<file path="src/rtl/alu_req_arbiter.sv">
// -----------------------------------------------------------------------------
// alu_req_arbiter
// Shares one registered ALU between two requesters. Round-robin grant in IDLE,
// drives registered operands/select to the ALU, waits out the ALU latency,
// captures result and zero flag, and returns them over a valid/ready channel.
// One operation in flight at a time.
//
// Ports:
//   clk, rst                      clock, asynchronous active-high reset
//   reqN_valid/ready/op/a/b       requester N (N = 0, 1); ready is combinational
//   resp_valid/ready              response handshake (resp_valid registered)
//   resp_id/data/zero/err         response owner, ALU result, zero flag, bad op
//   alu_a, alu_b, alu_sel         registered operands and select to the ALU
//   alu_out, alu_z                ALU result and zero flag
//   busy                          high whenever the arbiter is not idle
// -----------------------------------------------------------------------------
module alu_req_arbiter #(
    parameter int DW      = 16,
    parameter int ALU_LAT = 1
) (
    input  logic          clk,
    input  logic          rst,
    input  logic          req0_valid,
    output logic          req0_ready,
    input  logic [2:0]    req0_op,
    input  logic [DW-1:0] req0_a,
    input  logic [DW-1:0] req0_b,
    input  logic          req1_valid,
    output logic          req1_ready,
    input  logic [2:0]    req1_op,
    input  logic [DW-1:0] req1_a,
    input  logic [DW-1:0] req1_b,
    output logic          resp_valid,
    input  logic          resp_ready,
    output logic          resp_id,
    output logic [DW-1:0] resp_data,
    output logic          resp_zero,
    output logic          resp_err,
    output logic [DW-1:0] alu_a,
    output logic [DW-1:0] alu_b,
    output logic [2:0]    alu_sel,
    input  logic [DW-1:0] alu_out,
    input  logic          alu_z,
    output logic          busy
);

    typedef enum logic [1:0] {
        IDLE = 2'b00,
        EXEC = 2'b01,
        CAPT = 2'b10,
        RESP = 2'b11
    } state_e;

    // Counter start value: EXEC lasts ALU_LAT cycles (1..4).
    localparam logic [1:0] CNT_INIT = 2'(ALU_LAT - 1);
    localparam logic [2:0] SEL_PASS_A = 3'b011;

    // Opcodes 000..100 exist in the ALU; 101..111 are rejected.
    function automatic logic op_legal(input logic [2:0] op);
        return (op <= 3'b100);
    endfunction

    state_e        state_q, state_d;
    logic          rr_q, rr_d;
    logic [1:0]    cnt_q, cnt_d;
    logic          id_q, id_d;
    logic [DW-1:0] alu_a_q, alu_a_d, alu_b_q, alu_b_d;
    logic [2:0]    alu_sel_q, alu_sel_d;
    logic          resp_valid_q, resp_valid_d;
    logic          resp_id_q, resp_id_d;
    logic [DW-1:0] resp_data_q, resp_data_d;
    logic          resp_zero_q, resp_zero_d;
    logic          resp_err_q, resp_err_d;
    logic          busy_q, busy_d;

    logic          gnt1_s;
    logic          accept_s;
    logic [2:0]    sel_op_s;
    logic [DW-1:0] sel_a_s, sel_b_s;

    // Grant selection: a lone requester wins, otherwise the round-robin pointer.
    always_comb begin
        gnt1_s     = req1_valid && (!req0_valid || rr_q);
        accept_s   = (state_q == IDLE) && (req0_valid || req1_valid);
        req0_ready = accept_s && !gnt1_s;
        req1_ready = accept_s && gnt1_s;
        sel_op_s   = gnt1_s ? req1_op : req0_op;
        sel_a_s    = gnt1_s ? req1_a  : req0_a;
        sel_b_s    = gnt1_s ? req1_b  : req0_b;
    end

    // Next-state and next-output logic for the transaction FSM.
    always_comb begin
        state_d     = state_q;
        rr_d        = rr_q;
        cnt_d       = cnt_q;
        id_d        = id_q;
        alu_a_d     = alu_a_q;
        alu_b_d     = alu_b_q;
        alu_sel_d   = alu_sel_q;
        resp_id_d   = resp_id_q;
        resp_data_d = resp_data_q;
        resp_zero_d = resp_zero_q;
        resp_err_d  = resp_err_q;
        case (state_q)
            IDLE: begin
                if (accept_s) begin
                    id_d = gnt1_s;
                    if (op_legal(sel_op_s)) begin
                        alu_sel_d = sel_op_s;
                        alu_a_d   = sel_a_s;
                        alu_b_d   = sel_b_s;
                        cnt_d     = CNT_INIT;
                        state_d   = EXEC;
                    end else begin
                        // Bad opcode never reaches the ALU; answer straight away.
                        resp_err_d  = 1'b1;
                        resp_data_d = '0;
                        resp_zero_d = 1'b0;
                        resp_id_d   = gnt1_s;
                        state_d     = RESP;
                    end
                end else begin
                    state_d = IDLE;
                end
            end
            EXEC: begin
                if (cnt_q == 2'd0) begin
                    state_d = CAPT;
                end else begin
                    cnt_d = cnt_q - 2'd1;
                end
            end
            CAPT: begin
                resp_data_d = alu_out;
                resp_zero_d = alu_z;
                resp_err_d  = 1'b0;
                resp_id_d   = id_q;
                state_d     = RESP;
            end
            RESP: begin
                if (resp_ready) begin
                    rr_d    = ~resp_id_q;
                    state_d = IDLE;
                end else begin
                    state_d = RESP;
                end
            end
            default: begin
                state_d = IDLE;
            end
        endcase
        // Registered status outputs follow the state being entered.
        resp_valid_d = (state_d == RESP);
        busy_d       = (state_d != IDLE);
    end

    // State and output registers with asynchronous reset.
    always_ff @(posedge clk or posedge rst) begin
        if (rst) begin
            state_q      <= IDLE;
            rr_q         <= 1'b0;
            cnt_q        <= 2'd0;
            id_q         <= 1'b0;
            alu_a_q      <= '0;
            alu_b_q      <= '0;
            alu_sel_q    <= SEL_PASS_A;
            resp_valid_q <= 1'b0;
            resp_id_q    <= 1'b0;
            resp_data_q  <= '0;
            resp_zero_q  <= 1'b0;
            resp_err_q   <= 1'b0;
            busy_q       <= 1'b0;
        end else begin
            state_q      <= state_d;
            rr_q         <= rr_d;
            cnt_q        <= cnt_d;
            id_q         <= id_d;
            alu_a_q      <= alu_a_d;
            alu_b_q      <= alu_b_d;
            alu_sel_q    <= alu_sel_d;
            resp_valid_q <= resp_valid_d;
            resp_id_q    <= resp_id_d;
            resp_data_q  <= resp_data_d;
            resp_zero_q  <= resp_zero_d;
            resp_err_q   <= resp_err_d;
            busy_q       <= busy_d;
        end
    end

    assign alu_a      = alu_a_q;
    assign alu_b      = alu_b_q;
    assign alu_sel    = alu_sel_q;
    assign resp_valid = resp_valid_q;
    assign resp_id    = resp_id_q;
    assign resp_data  = resp_data_q;
    assign resp_zero  = resp_zero_q;
    assign resp_err   = resp_err_q;
    assign busy       = busy_q;

endmodule
</file>
<file path="config.mk">
export PLATFORM = sky130hd
export DESIGN_NAME = alu_req_arbiter
export DESIGN_NICKNAME = d
export VERILOG_FILES = /design/src/rtl/alu_req_arbiter.sv
export SDC_FILE = /design/constraint.sdc
export NUM_CORES = 1
export LEC_CHECK = 0
export ABC_CLOCK_PERIOD_IN_PS = 2000
export CORE_MARGIN = 3
export CORE_UTILIZATION = 36
export DETAILED_ROUTE_END_ITERATION = 16
export PLACE_DENSITY = 0.88
export SYNTH_ARGS = -nofsm -noshare
export SYNTH_HDL_FRONTEND = slang
export SYNTH_SLANG_ARGS = --single-unit
export TNS_END_PERCENT = 100
</file>
<file path="constraint.sdc">
create_clock -name clk -period 2 [get_ports clk]
set_clock_uncertainty 0.1 [all_clocks]
set_input_delay 0.3 -clock clk [delete_from_list [all_inputs] [get_ports clk]]
set_output_delay 0.3 -clock clk [all_outputs]
set_load 0.02 [all_outputs]
</file>
==> key figures, run 1 <==
Status
  • Status: finished clean

Power and ir drop
  • VDD IR max: ~0.76 mV
  • P per Cell Area: 1480 nW/um^2
  • Leakage: roughly 0.0021 uW

Logic synthesis
  • Main flop type after synthesis: dfrtp_1
  • Synth area leaders: dfrtp_1 (52%), mux2_2 (21%), a22o_1 (5.4%), mux2_4 (5.2%), dfstp_2 (1.8%)
  • Post-Syn Instances: roughly 200
  • Mapped Avg Cell Area: roughly 14 sq um
  • Area leader, netlist: dfrtp_1
  • Post-synthesis cell type count: 35
  • Post-synth EDFFs: 0
  • Fraction of registers with async set or reset after synthesis: 100%
  • Yosys top cell area share: 51.8%
  • Sequential cell area fraction in the yosys report: between 50% and 60%
  • Post-Syn Nets: 299
  • Ys Warns: 0
  • Synth Cell Area: 2900 sq um
  • Synthesis-stage register bit count: 62

Setup path
  • WP data required: between 2 and 2.5 ns
  • CP startpoint kind: primary input
  • CP startpoint: req0_valid
  • Critical Path AT: 2.00 ns
  • CP max FO: 21
  • Worst R2R Start: rr_q$_DFFE_PP0P_
  • Crit end category: register
  • Critical path class: primary input to register

Floorplanning
  • Die Height: 95.7 um
  • Rows: 32
  • Core area: 7770 sq um
  • Initial core utilization: 37.3%
  • Die ar.: ~9000 sq um
  • Top Ports: 150
  • DIE WIDTH: 95.7 um

Cells and area
  • Layout cell share with drive strength beyond 1: around 29%
  • Nets: 466
  • Commonest non-fill, non-tap cell in the layout: clkdlybuf4s50_1
  • N_diodes: 0
  • Layout area overhead: 67.9%
  • Final Core Density: 62.6%
  • Most frequent cells in the layout: clkdlybuf4s50_1 (147), dfrtp_1 (60), mux2_2 (55)

Clock network
  • CTS H-tree depth: 3
  • CTS tree: done
  • Clock root buffer: clkbuf_8
  • Clock Path Buffers: 2
  • Clock Latency Late Sink: 0.32 ns
  • Total CTS buffers: 9
  • Setup bufs post-CTS: 0
  • Clock sinks: 62
  • Cts hold-fix bufs: 0
  • CTS clk-pin slew, worst paths: 0.07 ns

GRT
  • Vias in the first global route: 2452
  • Largest net degree at the start of global routing: 36
  • Initial antenna violation count: 0
  • Overall Global Routing Usage: 16.4%
  • First-pass GRT wire length: 11500 um
  • Overflow after GRT: 0

Drt
  • Residual DRC count: 0
  • Initial DRC Count: 56
  • TritonRoute pass-1 iters: 4
  • Routed WL per cell: 15.4 um
  • Detailed-route via count: 2301
  • Number of routed nets with antenna violations: 0
  • Final wirelength: 7410 um
  • Vias/cell: 4.79

Timing
  • Fin. max-slew vios: 0
  • Fin Setup TNS: 0 ns
  • Final worst path period share: 94.9%
  • RSZ-0062 raised after global routing: no
  • # setup viols final: 0
  • Worst slew pin tran: 0.428 ns
  • Fin. Hold Viols: 0
  • Max Fclk: 527 MHz
  • Slew headroom: 71.4%
  • Tmin final: about 1.9 ns
  • Hold_ws: 0.191 ns

Placement
  • # port buffers: 149
  • Routability congestion estimate: 0.941
  • HPWL after detailed placement: 5850 um

Min path
  • HP Class: primary input to asynchronous set/reset pin

Job
  • Max Cap Viol: 0
## where the power goes
part | switching, uW | total (uW) | internal [uW]
registers | 323 | 2230 | 1910
clock network | 456 | 1190 | 733
logic | 1710 | 3800 | 2090
total | 2490 | 7220 | 4730
## registers in the layout, summed over array words and instances (netlist names)
| name | flops |
|---|---|
| id_q | 1 |
| resp_err | 1 |
| state_q | 2 |
| resp_id | 1 |
| rr_q | 1 |
| resp_data | 16 |
| alu_sel | 3 |
| resp_zero | 1 |
| alu_b | 16 |
| resp_valid | 1 |
| alu_a | 16 |
| busy | 1 |
| cnt_q | 2 |
## timing repair
action / 4_1_cts / 5_1_grt
endpoints found under the hold margin: 0 / 0
resized for setup: 2 / 2
endpoints found under the setup margin: 2 / 1
## area by class of cell
cell class,instances,area [sq um]
multi-input cells,128,1250
repair buffers,168,1700
flip-flops and latches,62,1550
fillers,616,2900
well taps,102,128
inverters,4,15.0
clock inverters,4,70.1
clock buffers,12,145
## cells in the mapped netlist, drive strengths merged (4+ instances only)
master	count
mux2	68
dfrtp	60
a22o	18
buf	7
nand2	7
nor2	6
a21oi	5
clkbuf	5
o21ai	5
inv	4
## per-stage QoR
step / total power (uW) / instances / area [sq um] / setup slack (ns)
after global placement: 5980 / 464 / 4650 / -0.191
after detailed placement: 6090 / 464 / 4650 / -0.233
after global routing: 7660 / 480 / 4860 / 0.0201
after floorplan: 4300 / 206 / 2900 / 0.0480
after CTS: 7330 / 480 / 4870 / 0.0372
final: 7220 / 480 / 4860 / 0.102
## routing by layer
| metal | track usage (%) | share of wire, % | vias to the layer above |
|---|---|---|---|
| met5 | 0 | 0 | - |
| met4 | 6.75 | 1.7 | 0 |
| met3 | 5.00 | 8.1 | 11 |
| met2 | 29.4 | 53 | 89 |
| met1 | 17.8 | 37 | 1115 |
| li1 | - | - | 1086 |
## cell families (layout without fill, tap and decap cells)
logic type,Yosys count,count (layout),synth area share (%)
flip-flops,62,62,53.7
buffers and inverters,16,188,3.24
AO/OA/AOI/OAI,37,37,10.6
XOR/XNOR,1,1,0.302
AND/OR/NAND/NOR,21,21,4.06
adder cells (fa/ha/maj),1,1,0.432
multiplexers,68,68,27.7
## path summary, 6_finish.rpt
path / depth (start not counted) / endpoint / slack [ns]
max in group asynchronous: 3 / alu_b[2]$_DFFE_PP0P_ / 1.12
worst max register to register: 5 / alu_b[14]$_DFFE_PP0P_ / 0.12
worst min register to register: 1 / id_q$_DFFE_PP0P_ / 0.39
worst max-delay path: 6 / alu_b[14]$_DFFE_PP0P_ / 0.10
worst min-delay path: 2 / id_q$_DFFE_PP0P_ / 0.19
min in group clk: 1 / id_q$_DFFE_PP0P_ / 0.39
## worst max-delay path: stages
cell	delay, ns
clkdlybuf4s50_1	0.53
nand2b_2	0.12
o2111a_4	0.19
nor3_4	0.27
buf_12	0.22
mux2_2	0.36
No activity file was read; power rests on OpenSTA's default activity.
==> inputs of run 2 (changes only) <==
--- a/config.mk
+++ b/config.mk
@@ -10,6 +10,7 @@
 export CORE_UTILIZATION = 36
 export DETAILED_ROUTE_END_ITERATION = 16
 export PLACE_DENSITY = 0.88
+export RECOVER_POWER = 25
 export SYNTH_ARGS = -nofsm -noshare
 export SYNTH_HDL_FRONTEND = slang
 export SYNTH_SLANG_ARGS = --single-unit
==> key figures, run 2 (synthesized netlist as in run 1, its figures left out) <==
Status
  • Status: finished clean

Timing
  • Final worst path period share: a little over nine tenths
  • Worst slew pin tran: roughly 0.66 ns
  • RSZ-0062 raised after global routing: no
  • Tmin final: 1.90 ns
  • Max Fclk: 527 MHz
  • Fin. max-slew vios: 0
  • # setup viols final: 0
  • Slew headroom: 56.1%
  • Fin. Hold Viols: 0

Setup path
  • CP startpoint: req0_valid
  • R2R cell count: 5
  • Critical Path AT: 2.00 ns
  • WP data required: 2.10 ns
  • Worst R2R Setup Slack: between 0.1 and 0.15 ns
  • CP startpoint kind: primary input
  • CP Capture Point: alu_b[14]$_DFFE_PP0P_
  • Worst R2R Start: rr_q$_DFFE_PP0P_
  • Crit end category: register
  • Slowest stage cell, crit path: clkdlybuf4s50_1
  • Critical path class: primary input to register
  • CP max FO: 21
  • Critical path cell sequence: clkdlybuf4s50_1 > nand2b_2 > o2111a_4 > nor3_4 > buf_12 > mux2_2
  • R2R Path End: alu_b[14]$_DFFE_PP0P_
  • Worst stage delay on the critical path: 0.53 ns

Cells and area
  • Layout area overhead: 67.4%
  • Fillers: 618
  • Nets: 466
  • Layout cell share with drive strength beyond 1: 28.8%
  • N_diodes: 0
  • Fin cells: 480
  • Commonest non-fill, non-tap cell in the layout: clkdlybuf4s50_1
  • Final Core Density: around 62%
  • Most frequent cells in the layout: clkdlybuf4s50_1 (146), dfrtp_1 (60), mux2_2 (55)

Floorplanning
  • Top Ports: 150
  • DIE WIDTH: 95.7 um
  • Die Height: 95.7 um
  • Core area: 7770 sq um
  • Rows: 32
  • Initial core utilization: 37.3%
  • Die ar.: around 9200 sq um

Drt
  • Detailed-route via count: 2298
  • Residual DRC count: 0
  • Number of routed nets with antenna violations: 0
  • Final wirelength: 7410 um
  • TritonRoute pass-1 iters: 4
  • Vias/cell: between 4 and 5
  • Routed WL per cell: 15.4 um
  • Initial DRC Count: 43

Placement
  • Routability congestion estimate: 0.941
  • HPWL after detailed placement: 5850 um
  • Placed cells: 464
  • # port buffers: approximately 150

Power and ir drop
  • P per Cell Area: 1490 nW/um^2
  • Sw frac: 34.5%
  • Combinational share of power: 52.6%
  • Leakage: 0.00205 uW
  • VDD IR max: 0.758 mV
  • Clock network fraction of design power: 16.5%
  • Sw power: 2490 uW
  • Seq pwr share: 30.9%
  • Power, Total: 7210 uW
  • Pint: 4720 uW

GRT
  • Largest net degree at the start of global routing: 36
  • First-pass GRT wire length: 11500 um
  • Overflow after GRT: 0
  • Initial antenna violation count: 0
  • Overall Global Routing Usage: 16.4%
  • Vias in the first global route: about 2500

Clock network
  • Clock Latency Late Sink: 0.32 ns
  • CTS tree: done
  • Total CTS buffers: 9
  • CTS H-tree depth: 3
  • Clock Path Buffers: 2
  • CTS clk-pin slew, worst paths: 0.07 ns
  • Clock sinks: 62
  • Clock root buffer: clkbuf_8

Min path
  • Hold path cells: 1
  • Hold path startpoint: id_q$_DFFE_PP0P_
  • HP Class: register to register

Job
  • Max Cap Viol: 0
## run 2: changes by cell type in the layout (fill, tap and decap cells not counted)
cell and delta:
buf_12 -1, clkbuf_2 +1, clkdlybuf4s50_1 -1, dlygate4sd3_1 +1, inv_1 +1, inv_2 -1
## run 2: final cells by class
type | count | area [sq um] | area share (%)
sequential | 62 | 1550 | 32.1
clock inverter | 4 | 70.1 | 1.45
tap | 102 | 128 | 2.63
multi-input combinational | 128 | 1250 | 25.8
timing repair buffer | 168 | 1690 | 34.8
clock buffer | 12 | 145 | 2.99
inverter | 4 | 15.0 | 0.310
## run 2: what timing repair did
item	4_1_cts	5_1_grt
endpoints found under the setup margin	2	1
hold endpoints to repair	0	0
hold buffers	0	0
gates cloned	0	0
gates resized for setup	2	2
buffers inserted	0	0
## run 2: per-layer routing
metal	up-vias	track usage (%)	wire, um
li1	1086	-	-
met1	1110	17.8	2720
met2	91	29.4	3950
met3	11	5.00	613
met4	0	6.75	124
met5	-	0	0
## run 2: worst max-delay path, delay by kind of cell
family | cells | cell delay (ns)
mux | 1 | 0.36
simple gates | 2 | 0.39
buf+inv | 2 | 0.75
compound gates | 1 | 0.19
## run 2: worst min path at each step
stage                                to  slack [ns]
4_1_cts            cnt_q[0]$_DFFE_PP0P_        0.18
5_1_grt        resp_data[4]$_DFFE_PP0P_        0.41
2_1_floorplan    alu_sel[2]$_DFFE_PP0P_        0.33
3_3_place_gp       alu_b[0]$_DFFE_PP0P_        0.37
6_report               id_q$_DFFE_PP0P_        0.39
3_5_place_dp           id_q$_DFFE_PP0P_        0.38
## run 2: stage by stage
stage	area, sq um	setup WS (ns)	hold WS [ns]	TNS (ns)
global route	4850	0.0201	0.411	0
global placement	4650	-0.191	0.369	-7.25
finish	4850	0.102	0.385	0
floorplan	2900	0.0480	0.334	0
detailed placement	4650	-0.233	0.377	-8.64
CTS	4870	0.0372	0.181	0
## run 2: power groups by stage
stage               clock (uW)  combinational [uW]  sequential, uW
global route              1310                4040            2310
CTS                       1230                3850            2240
floorplan                    0                1360            2930
detailed placement           0                3830            2260
global placement             0                3770            2220
finish                    1190                3790            2230
